<file path="src/rtl/isq_pkg.sv">
// rtl/isq_pkg.sv - shared issue-queue widths, ROB state encoding and flush/wakeup helpers
package isq_pkg;

   localparam int ISQ_DATA_WIDTH      = 248;
   localparam int ISQ_CONDITION_WIDTH = 2;
   localparam int ROB_SIZE_LOG        = 6;

   typedef enum logic [1:0] {
      ROB_STATE_IDLE     = 2'd0,
      ROB_STATE_NORMAL   = 2'd1,
      ROB_STATE_ROLLBACK = 2'd2,
      ROB_STATE_BLOCKED  = 2'd3
   } rob_state_t;

   // robid carries a wrap bit above the index, so age compares across one wrap of the ROB.
   function automatic logic robid_is_younger(input logic [ROB_SIZE_LOG:0] flush_robid,
                                             input logic [ROB_SIZE_LOG:0] robid);
      return flush_robid[ROB_SIZE_LOG] ^ robid[ROB_SIZE_LOG] ^
             (flush_robid[ROB_SIZE_LOG-1:0] < robid[ROB_SIZE_LOG-1:0]);
   endfunction

   // Overwrite only the masked condition bits with the broadcast values.
   function automatic logic [ISQ_CONDITION_WIDTH-1:0] cond_merge(
      input logic [ISQ_CONDITION_WIDTH-1:0] cond,
      input logic [ISQ_CONDITION_WIDTH-1:0] mask,
      input logic [ISQ_CONDITION_WIDTH-1:0] upd_in);
      return (cond & ~mask) | (upd_in & mask);
   endfunction

endpackage

</file>
<file path="src/rtl/isq_stage_entry.sv">
// rtl/isq_stage_entry.sv - one staging slot: payload, condition and valid, snooping condition updates
module isq_stage_entry
   import isq_pkg::*;
#(
   parameter int DATA_WIDTH  = ISQ_DATA_WIDTH,
   parameter int COND_WIDTH  = ISQ_CONDITION_WIDTH,
   parameter int ROBID_WIDTH = ROB_SIZE_LOG + 1
) (
   input  logic                   clock,
   input  logic                   reset_n,
   input  logic                   write_en,
   input  logic [DATA_WIDTH-1:0]  write_data,
   input  logic [COND_WIDTH-1:0]  write_cond,
   input  logic                   clear,
   input  logic                   update_valid,
   input  logic [ROBID_WIDTH-1:0] update_robid,
   input  logic [COND_WIDTH-1:0]  update_mask,
   input  logic [COND_WIDTH-1:0]  update_in,
   output logic                   valid,
   output logic [DATA_WIDTH-1:0]  data,
   output logic [COND_WIDTH-1:0]  cond
);

   logic write_hit;
   logic hold_hit;

   assign write_hit = update_valid && (write_data[DATA_WIDTH-1 -: ROBID_WIDTH] == update_robid);
   assign hold_hit  = update_valid && (data[DATA_WIDTH-1 -: ROBID_WIDTH] == update_robid);

   // Capture a new micro-op (merging a same-cycle wakeup), or snoop wakeups while resident.
   always_ff @(posedge clock) begin
      if (!reset_n) begin
         valid <= 1'b0;
      end else if (write_en) begin
         valid <= 1'b1;
         data  <= write_data;
         cond  <= write_hit ? cond_merge(write_cond, update_mask, update_in) : write_cond;
      end else if (clear) begin
         valid <= 1'b0;
      end else if (valid && hold_hit) begin
         cond  <= cond_merge(cond, update_mask, update_in);
      end
   end

endmodule

</file>
<file path="src/rtl/isq_enq_stager.sv">
// rtl/isq_enq_stager.sv - dual-lane dispatch staging FIFO draining into a single-port issue queue; ISQ_ENQ_BYPASS_EN adds an empty-FIFO lane0 bypass
module isq_enq_stager
   import isq_pkg::*;
#(
   parameter int DATA_WIDTH  = ISQ_DATA_WIDTH,
   parameter int COND_WIDTH  = ISQ_CONDITION_WIDTH,
   parameter int ROBID_WIDTH = ROB_SIZE_LOG + 1,
   parameter int DEPTH       = 4
) (
   input  logic                       clock,
   input  logic                       reset_n,
   input  logic                       disp_valid0,
   input  logic [DATA_WIDTH-1:0]      disp_data0,
   input  logic [COND_WIDTH-1:0]      disp_cond0,
   input  logic                       disp_valid1,
   input  logic [DATA_WIDTH-1:0]      disp_data1,
   input  logic [COND_WIDTH-1:0]      disp_cond1,
   output logic                       disp_ready,
   output logic                       enq_valid,
   output logic [DATA_WIDTH-1:0]      enq_data,
   output logic [COND_WIDTH-1:0]      enq_condition,
   input  logic                       enq_ready,
   input  logic                       update_valid,
   input  logic [ROBID_WIDTH-1:0]     update_robid,
   input  logic [COND_WIDTH-1:0]      update_mask,
   input  logic [COND_WIDTH-1:0]      update_in,
   input  logic [1:0]                 rob_state,
   input  logic                       flush_valid,
   input  logic [ROBID_WIDTH-1:0]     flush_robid,
   output logic [$clog2(DEPTH+1)-1:0] occupancy
);

   localparam int PTR_W = $clog2(DEPTH);
   localparam int CNT_W = $clog2(DEPTH+1);
   localparam int RMSB  = DATA_WIDTH - 1;

   logic [PTR_W-1:0]      head, tail, slot1;
   logic [CNT_W-1:0]      count, keep, pushes;
   logic [DEPTH-1:0]      ent_valid, wr_en, clr;
   logic [DATA_WIDTH-1:0] ent_data [DEPTH];
   logic [COND_WIDTH-1:0] ent_cond [DEPTH];
   logic [DATA_WIDTH-1:0] wr_data  [DEPTH];
   logic [COND_WIDTH-1:0] wr_cond  [DEPTH];

   logic flush_hit, bypass_sel, bypass_pop, pop_fifo;
   logic accept0, accept1, write0, write1;
   logic head_hit, lane0_hit;
   logic [COND_WIDTH-1:0] head_cond_m, lane0_cond_m;

   genvar g;
   generate
      for (g = 0; g < DEPTH; g++) begin : g_entry
         isq_stage_entry #(
            .DATA_WIDTH  (DATA_WIDTH),
            .COND_WIDTH  (COND_WIDTH),
            .ROBID_WIDTH (ROBID_WIDTH)
         ) u_entry (
            .clock        (clock),
            .reset_n      (reset_n),
            .write_en     (wr_en[g]),
            .write_data   (wr_data[g]),
            .write_cond   (wr_cond[g]),
            .clear        (clr[g]),
            .update_valid (update_valid),
            .update_robid (update_robid),
            .update_mask  (update_mask),
            .update_in    (update_in),
            .valid        (ent_valid[g]),
            .data         (ent_data[g]),
            .cond         (ent_cond[g])
         );
      end
   endgenerate

   assign flush_hit  = flush_valid && (rob_state == ROB_STATE_ROLLBACK);
   assign disp_ready = ((DEPTH - int'(count)) >= 2) && !flush_valid;
   assign occupancy  = count;

`ifdef ISQ_ENQ_BYPASS_EN
   assign bypass_sel = (count == '0) && !flush_valid && disp_valid0;
`else
   assign bypass_sel = 1'b0;
`endif

   assign head_hit     = update_valid && (ent_data[head][RMSB -: ROBID_WIDTH] == update_robid);
   assign lane0_hit    = update_valid && (disp_data0[RMSB -: ROBID_WIDTH] == update_robid);
   assign head_cond_m  = head_hit  ? cond_merge(ent_cond[head], update_mask, update_in) : ent_cond[head];
   assign lane0_cond_m = lane0_hit ? cond_merge(disp_cond0, update_mask, update_in) : disp_cond0;

   assign enq_valid     = bypass_sel || (ent_valid[head] && !flush_valid);
   assign enq_data      = bypass_sel ? disp_data0   : ent_data[head];
   assign enq_condition = bypass_sel ? lane0_cond_m : head_cond_m;

   assign bypass_pop = bypass_sel && enq_ready;
   assign pop_fifo   = enq_valid && enq_ready && !bypass_sel;

   // Lane1 is only legal behind lane0; a lone lane1 is dropped.
   assign accept0 = disp_valid0 && disp_ready;
   assign accept1 = disp_valid1 && disp_valid0 && disp_ready;
   assign write0  = accept0 && !bypass_pop;
   assign write1  = accept1;
   assign pushes  = CNT_W'(write0) + CNT_W'(write1);
   assign slot1   = write0 ? PTR_W'(tail + PTR_W'(1)) : tail;

   // Find the first entry (from head) younger than the flush robid; the FIFO is age-ordered.
   always_comb begin
      logic found;
      logic [PTR_W-1:0] s;
      found = 1'b0;
      keep  = count;
      for (int k = 0; k < DEPTH; k++) begin
         s = PTR_W'(head + PTR_W'(k));
         if (!found && (k < int'(count)) &&
             robid_is_younger(flush_robid, ent_data[s][RMSB -: ROBID_WIDTH])) begin
            found = 1'b1;
            keep  = CNT_W'(k);
         end
      end
   end

   // Steer lane writes to tail slots and clear popped or squashed slots.
   always_comb begin
      logic [PTR_W-1:0] off;
      for (int i = 0; i < DEPTH; i++) begin
         wr_en[i]   = 1'b0;
         wr_data[i] = disp_data0;
         wr_cond[i] = disp_cond0;
         clr[i]     = 1'b0;
         off        = PTR_W'(PTR_W'(i) - head);
         if (write0 && (tail == PTR_W'(i))) begin
            wr_en[i] = 1'b1;
         end else if (write1 && (slot1 == PTR_W'(i))) begin
            wr_en[i]   = 1'b1;
            wr_data[i] = disp_data1;
            wr_cond[i] = disp_cond1;
         end
         if (pop_fifo && (off == '0))
            clr[i] = 1'b1;
         if (flush_hit && (int'(off) >= int'(keep)) && (int'(off) < int'(count)))
            clr[i] = 1'b1;
      end
   end

   // Pointer and count update; a rollback rewinds tail to the first squashed entry.
   always_ff @(posedge clock) begin
      if (!reset_n) begin
         head  <= '0;
         tail  <= '0;
         count <= '0;
      end else if (flush_hit) begin
         tail  <= PTR_W'(head + PTR_W'(keep));
         count <= keep;
      end else begin
         head  <= PTR_W'(head + PTR_W'(pop_fifo));
         tail  <= PTR_W'(tail + PTR_W'(pushes));
         count <= count + pushes - CNT_W'(pop_fifo);
      end
   end

   lane_order_a: assert property (@(posedge clock) disable iff (!reset_n)
                                  !(disp_valid1 && !disp_valid0));

endmodule

</file>
<file path="config.mk">
export PLATFORM = sky130hd
export DESIGN_NAME = isq_enq_stager
export DESIGN_NICKNAME = d
export VERILOG_FILES = /design/src/rtl/isq_pkg.sv /design/src/rtl/isq_stage_entry.sv /design/src/rtl/isq_enq_stager.sv
export SDC_FILE = /design/constraint.sdc
export NUM_CORES = 2
export LEC_CHECK = 0
export ABC_CLOCK_PERIOD_IN_PS = 22700
export BUFFER_PORTS_ARGS = -buffer_cell sky130_fd_sc_hd__buf_2
export CORE_ASPECT_RATIO = 0.8
export CORE_MARGIN = 3
export CORE_UTILIZATION = 58
export DETAILED_ROUTE_END_ITERATION = 12
export HOLD_SLACK_MARGIN = 0.15
export PLACE_DENSITY = 0.84
export SLEW_MARGIN = 20
export SYNTH_ARGS = -nofsm -noshare
export SYNTH_HDL_FRONTEND = slang
export SYNTH_SLANG_ARGS = --single-unit
</file>
<file path="constraint.sdc">
create_clock -name clock -period 22.7 [get_ports clock]
set_clock_uncertainty 0.15 [all_clocks]
set_input_delay 1.135 -clock clock [delete_from_list [all_inputs] [get_ports clock]]
set_output_delay 1.135 -clock clock [all_outputs]
set_load 0.01 [all_outputs]
</file>
==> Word level (Yosys, flattened, before mapping) <==
Cells that the tools add are included.
{ "word_totals": {"inputBits": 527, "output_inout_bits": 255, "word_cells": 261, "reg_bits": 1011} }
{ "op_classes": {"eq_ne": 20, "order_cmp": 22, "n_addsub": 15, "bitwise_logic": 32, "muxes": 84, "reduce_logical": 73} }
{ "ops": {"columns": ["operator", "count"], "rows": [
  ["two-way mux 248 bit", 16],
  ["binary-select mux 248 bit (select 2 bit)", 4],
  ["== test 7 bit", 9],
  ["two-way mux 2 bit", 29],
  ["logical AND 1 bit", 47],
  ["two-way mux 1 bit", 28],
  ["< comparator 6 bit", 4],
  ["AND 2 bit", 10],
  ["bitwise OR 2 bit", 9],
  ["nonzero test 2 bit", 8],
  ["two-way mux 3 bit", 5],
  ["greater-or-equal comparator 2 x 3 -> 1 bit", 4],
  ["greater-or-equal comparator 3 bit, second input constant", 4],
  ["logical NOT 2 bit", 6],
  ["< comparator 2 x 3 -> 1 bit", 4],
  ["inverter 2 -> 3 bit", 4],
  ["AND reduction 3 bit", 4],
  ["== test 2 bit, second input constant", 5],
  ["inequality test 2 x 1 -> 1 bit, second input constant", 4],
  ["AND reduction 2 bit", 4],
  ["bitwise XOR 1 bit", 8],
  ["< comparator 1 x 3 -> 1 bit, first input constant", 2],
  ["< comparator 2 x 3 -> 1 bit, first input constant", 2],
  ["adder 2 x 1 -> 2 bit, second input constant", 2],
  ["16 further kinds", 24]
]} }

==> Depth between registers and ports, before layout <==
{ "logic_depth": {"word_depth": 26, "depth_mapped": 23, "mapped_depth_nobuf": 18} }

==> Cells and area by module <==
A second synthesis with hierarchy kept.
{ "hier_totals": {"cells_unflattened": 2814, "area_unflattened_um2": 51254.2} }
{ "modules_own_cells": {"columns": ["mod", "instances", "area_each_um2", "seq_area_each_um2", "cells_per_inst"], "rows": [
  ["isq_stage_entry", 4, 7792.5, 7527.2, 285],
  ["isq_enq_stager", 1, 20084.3, 140.1, 1674]
]} }

==> Worst setup path before layout <==
No wires, ideal clock.
{ "synth_path": {"path_type": "input-to-reg", "startpoint": "in flush_valid", "endpoint": "reg g_entry[2].u_entry.data[0] (enable)", "arrival_ps": 18602, "path_buffers": 1, "setup_time_ps": 1165, "required_ps": 21385, "path_stages": 4, "slack_ps": 2783, "path_cell_list": "inv_1 -> o2111ai_2 -> buf_2 -> nor3_1"} }
{ "synth_between": {"elab_chain_len": 9, "word_cells_on_any_way": 11, "cone_classes": "1 x eq/ne; 3 x mux; 7 x reduce/logical"} }
{ "synth_lines": {"columns": ["item", "line_no", "rtl"], "rows": [
  ["start, declared", "isq_enq_stager.sv:28", "input logic flush_valid,"],
  ["logical NOT 1 bit (*)", "isq_enq_stager.sv:76", "assign disp_ready = ((DEPTH - int'(count)) >= 2) && !flush_valid;"],
  ["logical AND 1 bit (*)", "isq_enq_stager.sv:76", null],
  ["logical AND 1 bit", "isq_enq_stager.sv:98", "assign accept0 = disp_valid0 && disp_ready;"],
  ["two-way mux 2 bit", "isq_enq_stager.sv:103", "assign slot1 = write0 ? PTR_W'(tail + PTR_W'(1)) : tail;"],
  ["== test 2 bit", "isq_enq_stager.sv:132", "end else if (write1 && (slot1 == PTR_W'(i))) begin"],
  ["logical AND 1 bit", "isq_enq_stager.sv:132", null],
  ["two-way mux 1 bit", "isq_enq_stager.sv:132", null],
  ["two-way mux 1 bit (*)", "isq_enq_stager.sv:130", "if (write0 && (tail == PTR_W'(i))) begin"],
  ["AND reduction 2 bit (no source line) (*)", null, null],
  ["end signal, assigned", "isq_stage_entry.sv:36", "data <= write_data;"],
  ["end, declared", "isq_stage_entry.sv:20", "output logic [DATA_WIDTH-1:0] data,"]
]} }
Every way passes the cells marked *; elsewhere a longest branch is shown, timed or not.
A chain may end at the register's enable or synchronous reset.

==> Worst setup path after layout <==
{ "layout_path": {"startpoint": "reg head[0]", "endpoint": "out enq_data[178]"} }
{ "layout_between": {"elab_chain_len": 4} }
{ "layout_lines": {"columns": ["item", "line_no", "rtl"], "rows": [
  ["start, declared", "isq_enq_stager.sv:37", "logic [PTR_W-1:0] head, tail, slot1;"],
  ["start signal, assigned", "isq_enq_stager.sv:154", "head <= PTR_W'(head + PTR_W'(pop_fifo));"],
  ["inverter 2 -> 3 bit (not written as such)", "isq_enq_stager.sv:91", "assign enq_data = bypass_sel ? disp_data0 : ent_data[head];"],
  ["binary-select mux 248 bit (select 2 bit)", "isq_enq_stager.sv:91", null],
  ["two-way mux 248 bit (not written as such) (2 in series)", "isq_enq_stager.sv:91", null],
  ["end, declared", "isq_enq_stager.sv:20", "output logic [DATA_WIDTH-1:0] enq_data,"]
]} }
No other way between the ends. The select of a mux whose other input is x is not followed.

==> flow_results.org <==
** Global routing
- Largest net degree at the start of global routing :: 151
- The total overflow left after global routing is 0.
- The number of antenna violations at the first check in global routing came to 105.
- Gr usage total :: 31.01%
- The via count of the first global-routing pass came to 36004.
- The first global-routing pass estimated 219400 um of wire.

** STA
- Across all hold checks on the routed design, the worst slack comes to 0.3803 ns.
- Of the available clock period, the critical path in the final layout requires 30.31%.
- In this run the tightest slew margin relative to its limit is 21.41%.
- The max-slew violation total from the final report came to 0.
- Setup TNS Final :: 0 ns
- Setup violations remaining at the end of the flow were counted as 0.
- Worst Tran Pin Value :: 1.179 ns
- The worst path in the final design needs a cycle of 6.880 ns, including I/O delays and setup.
- Final hold violation count :: 0
- Setup repair after global routing missed its margin :: false
- Based on the critical path, the design can be clocked at up to 0.1454 GHz.

** Floorplan
- The floorplan step defined a core boundary enclosing 86720 um2.
- The die covers 92110 um2.
- 782 I/O pins were placed.
- The die is 338.6 um wide.
- The floorplan step set the die height to 272.1 um.
- Effective utilization at floorplan :: 59.17%
- Core Rows :: 96

** Clock network
- Root Buffer Master :: clkbuf_16
- After clock tree synthesis, the clock-pin slew on the worst setup and hold paths is 0.06 ns.
- TritonCTS built the clock tree.
- Number of clock sinks :: 1011
- Counting the buffers created by CTS gives 99.
- Maximum number of buffers from clock root to sink :: 3
- The clock tree synthesis step divided the H-tree into 3 levels.
- Once the clock tree was built, the resizer swapped 0 gates to a different size.
- Post-CTS setup buffer count :: 0
- Clock insertion delay at the later pin of the skew report :: 0.64 ns
- After clock tree synthesis, the flow added hold-fix buffers numbering 0.

** Power
- Ratio of total power to cell area :: 78.86 nW/um2
- Static power due to leakage :: 22.36 nW
- VDD sags by at most 0.06247 mV.

** Flow run
- Max-cap violations :: 0

** Worst setup path
- Ordered list of cells on the worst path :: buf_4 > buf_4 > buf_4 > buf_4 > mux4_2 > buf_2
- The slowest stage of the critical path belongs to the cell dfxtp_4.
- Highest fanout seen on the critical path :: 49
- By startpoint and endpoint, the worst setup path is classified as reg -> out.
- At the worst endpoint, the required time is 21.42 ns.
- In this design, the critical path's most frequently occurring cell is buf_4.
- Delay of the slowest cell on the worst path :: 0.93 ns
- Crit path DAT :: 5.59 ns
- Category of the worst setup path launch point :: flip-flop
- The worst setup path is captured at an output port.

** Synth
- Summing the sequential cell areas from Yosys gives 58.95% of the chip area.
- For this run, asynchronously set or reset flops after synthesis account for 0%.
- Number of flops mapped to enable cells by yosys :: 1000
- Number of distinct library cell variants in the gate-level netlist after synthesis :: 67
- Synthesis-stage register bit count :: 1011
- In this run the cell area of the synthesized design comes to 51320 um2.
- For this run, the number of Yosys warnings is 0.
- Post-synthesis net count :: 4473
- Among all flip-flop cells after synthesis, the most frequent one is edfxtp_1.
- After technology mapping, the gate count stands at 3902.
- Average cell area after synthesis :: 13.15 um2

** Drt
- Detailed routing placed a total of 73100 um of wire on met2.
- After detailed routing, the total wire length is 146500 um.
- Routed wl met3 :: 16890 um
- Routed metal-1 wirelength :: 49550 um
- Drt first pass iters :: 6
- The highest metal layer carrying signal wires in the routed design is met5.
- Remaining routing DRC violations :: 0
- The detail route stage leaves a number of antenna-violating nets equal to 0.
- In the final routed layout, each cell accounts on average for 24.71 um.
- For this block, the via count after detailed routing is 36156.
- Using the TritonRoute via totals, the vias-per-cell ratio works out to 6.097.
- After the first detailed-routing iteration, the DRC count stood at 4623.

** Placed design
- Buffers placed on the I/O ports in this run total 781.
- Dpl hpwl :: 91410 um
- Routability-driven placement finished with a final weighted congestion of 0.8883.

** Finish
- The top cell types in the final layout, fill and taps aside, are 1509 x nand2_1, 1000 x edfxtp_1, 781 x buf_2.
- In the final design database the tool counted 5161 nets.
- Final core area utilization :: 68.44%
- Of the cells placed in the final design, the portion with a size suffix greater than 1 is 37.53%.
- The library cell used most frequently in the layout, excluding fill and tap cells, is nand2_1.
- Relative area change from synthesis to final layout :: 15.66%

** Status
- Result of the run :: complete, no violations

** Min path
- Type of the worst min-delay path :: reg -> reg
==> worst max-delay path: cells and delay by family (launching register included) <==
family	cells	cell delay, ns
buffers and inverters	5	3.19
DFF	1	0.93
muxes	1	0.65
==> cells in the mapped netlist, types with 4 or more instances <==
cell type,count,share of area (%)
nor3_1,7,0.068
nand3_1,8,0.078
mux2i_1,10,0.20
xnor2_1,46,0.79
nor4b_1,4,0.068
nor2b_1,4,0.049
nor2_1,24,0.18
mux4_2,257,11
dfxtp_1,11,0.43
nand2_1,1509,11
inv_1,40,0.29
buf_1,15,0.11
mux2_2,515,11
a211oi_1,5,0.073
and3_1,5,0.061
o21ai_0,27,0.26
a21o_1,11,0.16
ha_1,43,1.0
nand4_1,11,0.13
o22ai_1,6,0.073
xor2_1,13,0.22
a22oi_1,6,0.088
nand2b_1,5,0.061
edfxtp_1,1000,59
buf_2,87,0.85
a21oi_1,21,0.20
nor4_1,4,0.049
clkbuf_1,137,1.0
or2_2,4,0.049
o21ai_1,4,0.039
==> sequential cells by signal (all words and copies together) (netlist names), named ones only <==
register               cells
g_entry.u_entry.data     992
g_entry.u_entry.valid      4
tail                       2
head                       2
occupancy                  3
==> routing by layer <==
layer	vias up	global-route usage, %
li1	15708	-
met1	17616	38.00
met3	449	8.849
met4	58	14.79
met5	-	0
met2	2325	51.18
==> power breakdown <==
group | total [W] | switching (W) | leakage, nW | internal [W]
Clock | 0.00156 | 0.000703 | 1.46 | 0.000859
Sequential | 0.00227 | 0.0000455 | 9.13 | 0.00222
Combinational | 0.000850 | 0.000513 | 11.8 | 0.000337
==> kinds of logic after synthesis <==
group | share of synthesized area [%]
flops | 58.95
simple gates | 12.26
mux | 22.80
xor+xnor | 1.039
compound gates | 1.585
fa+ha+maj | 1.087
buf+inv | 2.282
==> path summary, 6_finish.rpt <==
check	from	slack, ns	endpoint	cells after the start
max	head[0]	15.82	enq_data[178]	6
min	g_entry[3].u_entry.valid	0.38	g_entry[3].u_entry.valid	2
max reg2reg	head[0]	16.43	flip-flop	17
min reg2reg	g_entry[3].u_entry.valid	0.38	g_entry[3].u_entry.valid	2
==> stage by stage <==
stage	worst slack (ns)	cell area, um2	power [W]	cells
2_1_floorplan	2.783	51320	0.002866	3902
3_3_place_gp	16.45	56110	0.003113	5665
3_5_place_dp	16.41	56110	0.003140	5665
4_1_cts	15.67	59140	0.004687	5844
5_1_grt	15.29	59280	0.004845	5902
6_report	15.82	59350	0.004681	5930
==> cell type report <==
| class | instances | area (um2) |
|---|---|---|
| fillers | 5796 | 27370 |
| repair buffers | 827 | 4292 |
| multi-input cells | 2610 | 19920 |
| clock buffers | 130 | 2615 |
| clock inverters | 49 | 415.4 |
| flip-flops and latches | 1011 | 30260 |
| inverters | 41 | 168.9 |
| well taps | 1176 | 1471 |
| diodes | 86 | 215.2 |
Power figures use the tool's default switching activity.
